## src/rtl/if_id_hazard_if.sv

```systemverilog
// Bundles the fetch-side inputs and the ID-side outputs of the IF/ID hazard block.
// The stall_cnt_o and flush_cnt_o counter signals exist only when STALL_CNT_EN is defined.
interface if_id_hazard_if #(
    parameter int ADDR_W = 32
`ifdef STALL_CNT_EN
    , parameter int CNT_W = 16
`endif
);
    logic [ADDR_W-1:0] inst_addr_i;
    logic [31:0]       inst_i;
    logic              flush_i;
    logic              idex_memread_i;
    logic [4:0]        idex_rtaddr_i;

    logic [ADDR_W-1:0] inst_addr_o;
    logic [31:0]       inst_o;
    logic              valid_o;
    logic [5:0]        opcode_o;
    logic [4:0]        rsaddr_o;
    logic [4:0]        rtaddr_o;
    logic [4:0]        rdaddr_o;
    logic [31:0]       imm_o;
    logic              stall_o;
    logic              pc_write_o;
    logic              bubble_o;

`ifdef STALL_CNT_EN
    logic [CNT_W-1:0]  stall_cnt_o;
    logic [CNT_W-1:0]  flush_cnt_o;

    modport master (
        output inst_addr_i, inst_i, flush_i, idex_memread_i, idex_rtaddr_i,
        input  inst_addr_o, inst_o, valid_o, opcode_o, rsaddr_o, rtaddr_o,
               rdaddr_o, imm_o, stall_o, pc_write_o, bubble_o,
               stall_cnt_o, flush_cnt_o
    );

    modport slave (
        input  inst_addr_i, inst_i, flush_i, idex_memread_i, idex_rtaddr_i,
        output inst_addr_o, inst_o, valid_o, opcode_o, rsaddr_o, rtaddr_o,
               rdaddr_o, imm_o, stall_o, pc_write_o, bubble_o,
               stall_cnt_o, flush_cnt_o
    );
`else
    modport master (
        output inst_addr_i, inst_i, flush_i, idex_memread_i, idex_rtaddr_i,
        input  inst_addr_o, inst_o, valid_o, opcode_o, rsaddr_o, rtaddr_o,
               rdaddr_o, imm_o, stall_o, pc_write_o, bubble_o
    );

    modport slave (
        input  inst_addr_i, inst_i, flush_i, idex_memread_i, idex_rtaddr_i,
        output inst_addr_o, inst_o, valid_o, opcode_o, rsaddr_o, rtaddr_o,
               rdaddr_o, imm_o, stall_o, pc_write_o, bubble_o
    );
`endif
endinterface

```

## src/rtl/if_id_hazard.sv

```systemverilog
// IF/ID pipeline register with load-use stall and branch flush for the 5-stage MIPS core.
// Defining STALL_CNT_EN adds saturating stall and flush counters.
module if_id_hazard #(
    parameter int ADDR_W = 32
`ifdef STALL_CNT_EN
    , parameter int CNT_W = 16
`endif
) (
    input  logic           clk_i,
    input  logic           rst_i,
    if_id_hazard_if.slave  bus
);

    typedef enum logic {
        RUN  = 1'b0,
        HOLD = 1'b1
    } state_t;

    state_t            state;
    logic [31:0]       inst_q;
    logic [ADDR_W-1:0] addr_q;
    logic              valid_q;
    logic              hazard;
    logic              stall;

    // A flushed slot is not a real instruction, so it never raises a hazard.
    // In HOLD the bubble already sits in ID/EX, so a hazard is not reported again.
    always_comb begin
        hazard = valid_q
               & bus.idex_memread_i
               & (bus.idex_rtaddr_i != 5'd0)
               & ((bus.idex_rtaddr_i == inst_q[25:21]) | (bus.idex_rtaddr_i == inst_q[20:16]));
        stall  = (state == RUN) & hazard & ~bus.flush_i;
    end

    // A flush takes priority over a stall; during a stall every register holds its value.
    always_ff @(posedge clk_i or posedge rst_i) begin
        if (rst_i) begin
            inst_q  <= 32'd0;
            addr_q  <= '0;
            valid_q <= 1'b0;
            state   <= RUN;
        end else if (bus.flush_i) begin
            inst_q  <= 32'd0;
            addr_q  <= bus.inst_addr_i;
            valid_q <= 1'b0;
            state   <= RUN;
        end else if (stall) begin
            state   <= HOLD;
        end else begin
            inst_q  <= bus.inst_i;
            addr_q  <= bus.inst_addr_i;
            valid_q <= 1'b1;
            state   <= RUN;
        end
    end

    assign bus.inst_o      = inst_q;
    assign bus.inst_addr_o = addr_q;
    assign bus.valid_o     = valid_q;
    assign bus.opcode_o    = inst_q[31:26];
    assign bus.rsaddr_o    = inst_q[25:21];
    assign bus.rtaddr_o    = inst_q[20:16];
    assign bus.rdaddr_o    = inst_q[15:11];
    assign bus.imm_o       = {{16{inst_q[15]}}, inst_q[15:0]};
    assign bus.stall_o     = stall;
    assign bus.pc_write_o  = ~stall;
    assign bus.bubble_o    = stall | ~valid_q;

`ifdef STALL_CNT_EN
    logic [CNT_W-1:0] stall_cnt;
    logic [CNT_W-1:0] flush_cnt;

    // Both counters stop at all-ones rather than wrapping.
    always_ff @(posedge clk_i or posedge rst_i) begin
        if (rst_i) begin
            stall_cnt <= '0;
            flush_cnt <= '0;
        end else begin
            if (stall && (stall_cnt != '1))
                stall_cnt <= stall_cnt + CNT_W'(1);
            if (bus.flush_i && (flush_cnt != '1))
                flush_cnt <= flush_cnt + CNT_W'(1);
        end
    end

    assign bus.stall_cnt_o = stall_cnt;
    assign bus.flush_cnt_o = flush_cnt;
`endif

endmodule

```

## src/flat_wrapper.sv

```systemverilog
// flat-port wrapper written by rule: the top's interface ports become plain ports
module if_id_hazard_flat 
#(
    parameter int ADDR_W = 32

)
  (clk_i, rst_i, bus_inst_addr_i, bus_inst_i, bus_flush_i, bus_idex_memread_i, bus_idex_rtaddr_i, bus_inst_addr_o, bus_inst_o, bus_valid_o, bus_opcode_o, bus_rsaddr_o, bus_rtaddr_o, bus_rdaddr_o, bus_imm_o, bus_stall_o, bus_pc_write_o, bus_bubble_o);
  if_id_hazard_if #(.ADDR_W(ADDR_W)) bus_i ();
  input  logic clk_i;
  input  logic rst_i;
  input wire logic [$bits(bus_i.inst_addr_i)-1:0] bus_inst_addr_i;
  input wire logic [$bits(bus_i.inst_i)-1:0] bus_inst_i;
  input wire logic [$bits(bus_i.flush_i)-1:0] bus_flush_i;
  input wire logic [$bits(bus_i.idex_memread_i)-1:0] bus_idex_memread_i;
  input wire logic [$bits(bus_i.idex_rtaddr_i)-1:0] bus_idex_rtaddr_i;
  output wire logic [$bits(bus_i.inst_addr_o)-1:0] bus_inst_addr_o;
  output wire logic [$bits(bus_i.inst_o)-1:0] bus_inst_o;
  output wire logic [$bits(bus_i.valid_o)-1:0] bus_valid_o;
  output wire logic [$bits(bus_i.opcode_o)-1:0] bus_opcode_o;
  output wire logic [$bits(bus_i.rsaddr_o)-1:0] bus_rsaddr_o;
  output wire logic [$bits(bus_i.rtaddr_o)-1:0] bus_rtaddr_o;
  output wire logic [$bits(bus_i.rdaddr_o)-1:0] bus_rdaddr_o;
  output wire logic [$bits(bus_i.imm_o)-1:0] bus_imm_o;
  output wire logic [$bits(bus_i.stall_o)-1:0] bus_stall_o;
  output wire logic [$bits(bus_i.pc_write_o)-1:0] bus_pc_write_o;
  output wire logic [$bits(bus_i.bubble_o)-1:0] bus_bubble_o;
  assign bus_i.inst_addr_i = bus_inst_addr_i;
  assign bus_i.inst_i = bus_inst_i;
  assign bus_i.flush_i = bus_flush_i;
  assign bus_i.idex_memread_i = bus_idex_memread_i;
  assign bus_i.idex_rtaddr_i = bus_idex_rtaddr_i;
  assign bus_inst_addr_o = bus_i.inst_addr_o;
  assign bus_inst_o = bus_i.inst_o;
  assign bus_valid_o = bus_i.valid_o;
  assign bus_opcode_o = bus_i.opcode_o;
  assign bus_rsaddr_o = bus_i.rsaddr_o;
  assign bus_rtaddr_o = bus_i.rtaddr_o;
  assign bus_rdaddr_o = bus_i.rdaddr_o;
  assign bus_imm_o = bus_i.imm_o;
  assign bus_stall_o = bus_i.stall_o;
  assign bus_pc_write_o = bus_i.pc_write_o;
  assign bus_bubble_o = bus_i.bubble_o;
  if_id_hazard #(.ADDR_W(ADDR_W)) u_core (.clk_i(clk_i), .rst_i(rst_i), .bus(bus_i));
endmodule
```

## config.mk

```make
export PLATFORM = sky130hd
export DESIGN_NAME = if_id_hazard_flat
export DESIGN_NICKNAME = d
export VERILOG_FILES = /design/src/rtl/if_id_hazard_if.sv /design/src/rtl/if_id_hazard.sv /design/src/flat_wrapper.sv
export SDC_FILE = /design/constraint.sdc
export NUM_CORES = 1
export LEC_CHECK = 0
export ABC_AREA = 0
export CAP_MARGIN = 0
export CORE_ASPECT_RATIO = 0.7
export CORE_MARGIN = 3
export CORE_UTILIZATION = 35
export DETAILED_ROUTE_END_ITERATION = 8
export GPL_ROUTABILITY_DRIVEN = 0
export PLACE_DENSITY = 0.87
export SLEW_MARGIN = 25
export SYNTH_ARGS = -nofsm -noshare
export SYNTH_HDL_FRONTEND = slang
export SYNTH_SLANG_ARGS = --single-unit
```

## constraint.sdc

```tcl
create_clock -name clk_i -period 2.2 [get_ports clk_i]
set_input_delay 0.44 -clock clk_i [delete_from_list [all_inputs] [get_ports clk_i]]
set_output_delay 0.44 -clock clk_i [all_outputs]
set_load 0.005 [all_outputs]
```

# Word-level counts from Yosys, hierarchy flattened
# Cells that the tools add are included.
[word_totals]
reg_bits = 66
in_bits = 73
output_inout_bits = 121
[classes]
n_eq_ne = 3
mux = 8
bitwise_logic = 11
reduce_logical = 1
[op_table]
columns = ["op", "count"]
rows = [
  ["$mux 32", 4],
  ["$eq 5x5->1", 2],
  ["$and 1x1->1", 5],
  ["$reduce_bool 5->1", 1],
  ["$mux 1", 4],
  ["$not 1->1", 4],
  ["$ne 2x2->1 const B", 1],
  ["$or 1x1->1", 2],
]

# Longest topological paths before layout
[depth]
ltp_word = 7
ltp_mapped = 6
ltp_nobuf = 5

# Worst setup path before layout
# No wires, ideal clock.
[synth_timing]
kind = "in2out"
start = "input port bus_idex_rtaddr_i[2]"
end = "output port bus_bubble_o"
arrival_time_ns = 1.730
path_slack_ns = 0.030
stages = 6
path_buffers = 1
path_cell_list = "xor2_1 > nor3_2 > a22oi_2 > nor4_4 > buf_6 > nand2b_1"
[synth_between]
elab_chain_len = 6
elab_cells_between_ends = 9
classes_between = "2 x eq/ne; 6 x bitwise; 1 x reduce/logical"
[synth_rtl]
columns = ["element", "line", "text"]
rows = [
  ["from (decl)", "flat_wrapper.sv:15", "input wire logic [$bits(bus_i.idex_rtaddr_i)-1:0] bus_idex_rtaddr_i;"],
  ["$eq 5x5->1 or $reduce_bool 5->1 (tied branches)", "if_id_hazard.sv:32, if_id_hazard.sv:31", ""],
  ["$or 1x1->1 or $and 1x1->1 (tied branches)", "if_id_hazard.sv:32, if_id_hazard.sv:31", ""],
  ["$and 1x1->1 *", "if_id_hazard.sv:32", "& ((bus.idex_rtaddr_i == inst_q[25:21]) | (bus.idex_rtaddr_i == inst_q[20:16]));"],
  ["$and 1x1->1 * (2 in series)", "if_id_hazard.sv:33", "stall = (state == RUN) & hazard & ~bus.flush_i;"],
  ["net bus_stall_o", "flat_wrapper.sv:24", "output wire logic [$bits(bus_i.stall_o)-1:0] bus_stall_o;"],
  ["$or 1x1->1 *", "if_id_hazard.sv:68", "assign bus.bubble_o = stall | ~valid_q;"],
  ["to (decl)", "flat_wrapper.sv:26", "output wire logic [$bits(bus_i.bubble_o)-1:0] bus_bubble_o;"],
]
# Mark *: on every way through the listed nets, which the timed path passes. The rest lies on a longest branch.

# Worst setup path after layout
[layout_timing]
start = "input port bus_idex_rtaddr_i[0]"
end = "output port bus_bubble_o"
[layout_between]
elab_chain_len = 6
elab_cells_between_ends = 9
classes_between = "2 x eq/ne; 6 x bitwise; 1 x reduce/logical"
[layout_rtl]
columns = ["element", "line"]
rows = [
  ["$eq 5x5->1 or $reduce_bool 5->1 (tied branches)", "if_id_hazard.sv:32, if_id_hazard.sv:31"],
  ["$or 1x1->1 or $and 1x1->1 (tied branches)", "if_id_hazard.sv:32, if_id_hazard.sv:31"],
  ["$and 1x1->1 *", "if_id_hazard.sv:32"],
  ["$and 1x1->1 * (2 in series)", "if_id_hazard.sv:33"],
  ["$or 1x1->1 *", "if_id_hazard.sv:68"],
]
# Mark *: on every way between the ends. The rest lies on a longest branch, timed or not.

==> results.cfg <==
[run_status]
outcome = complete, but fails checks
violations = setup timing

[route]
routedWlPerCell_um = 15.0
drtPass1Iterations = 4
avgViaCountPerCell = 4.38
drt_iter0_drc = 109
ant_nets = 0
drc_errors = 0
vias = 2533
routed_wl_um = 8650

[worst_setup_path]
critical_path_class = input pin to primary output
crit_family = simple AND/OR/NAND/NOR gates
end_kind = primary output
crit_chain = dlygate4sd2_1 -> or4_1 -> nor2_2 -> nor4_4 -> buf_12 -> nand2b_4 -> buf_6
worstSetupStartpointType = input pin
path_buf_inv = 3
cp.required_ns = 1.76
max_stage_delay_ns = 0.42
crit_fanout = 3
cp.arrival_ns = 1.78
cp_slowest_cell = or4_1

[global_routing]
grt_pass1_wl_um = 13600
grt_max_degree = 67
grt-ovfl-total = 0
grt_pass1_vias = 2669
grt_util_all_layers_pct = 16.4
antenna_found_initial = 0

[power_and_ir_drop]
ir_worst_vdd_v = 0.000386
powerDensity_nw_per_um2 = 603
leakage_nw = 2.31

[clock_tree]
postCtsHoldBufs = 0
cts-root-buf = clkbuf_16
clock-sinks = 66
insertion_delay_ns = 0.32
cts_tree = yes
h-tree-depth = 3
cts_buffers = 9
clkSlewWorstSetupHoldPaths_ns = 0.06
cts_buffer_depth = 2

[floorplanning]
die_w_um = 123
die-height_um = 87.8
io_pins = 194
die-area_sq_um = 10800
num_rows = 29
core_sq_um = 9180
start_util_pct = 36.4

[synth]
ys_types = 18
yosysWarnings = 0
synth-seq-cells = 66
yosys.area.top_type = dfrtp_1
yosysTopAreaCellShare_pct = 49.4
netlist_area_sq_um = 3340
netlist_instances = 284
syn_avg_cell_area_sq_um = 11.8
syn_nets = 357
synth.top_cells.by_area = dfrtp_1 49%, mux2_4 12%, buf_4 12%, mux2i_1 9.6%, nand2_1 7.2%
yosysSeqAreaShare_pct = 49.4

[timing]
period_share_pct = 101
finalSetupViolations = 2
period_minus_slack_ns = 2.22
tightest_slew_ns = 0.502
max_freq_mhz = 450
clock_skew_ns = 0.00609
whs_ns = 0.506
hold_violations = 0
drv_slew = 0
rsz0062_at_grt = yes
setup_ws_ns = -0.0214
slew_headroom_pct = 66.6

[hold_path]
hold_class = input pin to async pin

[final_layout]
drive_above_1_share_pct = 19.8
final_cell_mix = 184 x clkdlybuf4s50_1, 66 x dfrtp_1, 64 x nand2_1, 32 x mux2i_1, 27 x mux2_4
nets = 522
synthToLayoutAreaGrowth_pct = 65.4
final_common_cell = clkdlybuf4s50_1
antenna_cells = 0
fin_cells = 578

[run]
cap_viol_max_count = 0

[place]
placed_cells = 556
dp_hpwl_um = 6460
dp_worst_setup_slack_ns = -0.787
port_buffers = 193
registers in the layout, summed over array words and instances (netlist names):
register	count
u_core.bus.inst_addr_o	32
u_core.bus.inst_o	32
u_core.bus.valid_o	1
u_core.state	1
per-stage QoR:
stage / total power [mW] / area (sq um) / utilization, % / setup TNS, ns
final: 3.33 / 5530 / 60.2 / -0.0362
after global routing: 3.50 / 5530 / 60.2 / -0.432
after CTS: 3.39 / 5480 / 59.7 / -0.108
after detailed placement: 1.98 / 5170 / 56.3 / -25.62
after global placement: 1.96 / 5170 / 56.3 / -22.11
after floorplan: 1.60 / 3340 / - / 0
cell families after synthesis:
family | share of synthesized area, %
AOI/OAI and AO/OA | 0.374
xor gates and xnor gates | 2.62
buffers and inverters | 14.5
DFF | 49.4
muxes | 23.4
and+or+nand+nor | 9.70
report_power, final:
part           switching (mW)  internal [mW]  leakage (nW)  total [mW]
clock network           0.514          0.868         0.142        1.38
logic                   0.195          0.419          1.36       0.614
registers              0.0552           1.28         0.811        1.34
repair_timing:
item	CTS	global route
resized for setup	32	4
setup buffers	4	2
endpoints found under the setup margin	31	31
pin swaps	8	0
per-layer routing:
layer  vias up  routed length, um  GRT usage (%)
li1       1198                  -              -
met2       124               4270           28.3
met1      1202               3430           19.3
met4         0                 91           4.67
met5         -                  0              0
met3         9                847           6.33
final timing paths:
path | end | start | cells past startpoint | slack [ns]
max reg2reg | u_core.bus.inst_addr_o[26] | u_core.bus.inst_o[25] | 9 | 0.08
min reg2reg | u_core.bus.inst_addr_o[6] | u_core.bus.inst_addr_o[6] | 1 | 0.51
min in group clk_i | u_core.bus.inst_addr_o[6] | u_core.bus.inst_addr_o[6] | 1 | 0.51
min | u_core.bus.inst_o[7] | rst_i | 3 | 0.51
max in group asynchronous | u_core.bus.inst_addr_o[20] | rst_i | 3 | 1.39
max | bus_bubble_o | bus_idex_rtaddr_i[0] | 7 | -0.02
synthesized netlist by cell type (all sizes together):
cell,count
or4,1
xor2,10
nor3,3
buf,59
nand2,64
nor2,3
mux2i,32
a22oi,1
mux2,32
nand3b,1
inv,3
clkbuf,7
dfrtp,66
nand2b,1
nor4,1
area by class of cell:
cell class | count | area, sq um
repair buffers | 220 | 2200
well taps | 124 | 155
clock buffers | 10 | 229
inverters | 3 | 11.3
flip-flops and latches | 66 | 1650
clock inverters | 6 | 57.6
multi-input cells | 149 | 1220
fillers | 737 | 3650
worst register-to-register path, cell delays in order, from the launching register on:
cell and delay [ns]:
dfrtp_1 0.40, xor2_1 0.16, nor3_2 0.18, a22oi_2 0.13, nor4_4 0.21, buf_12 0.15, buf_12 0.09, buf_6 0.09
buf_12 0.21, mux2_2 0.38
Power figures use the tool's default switching activity.
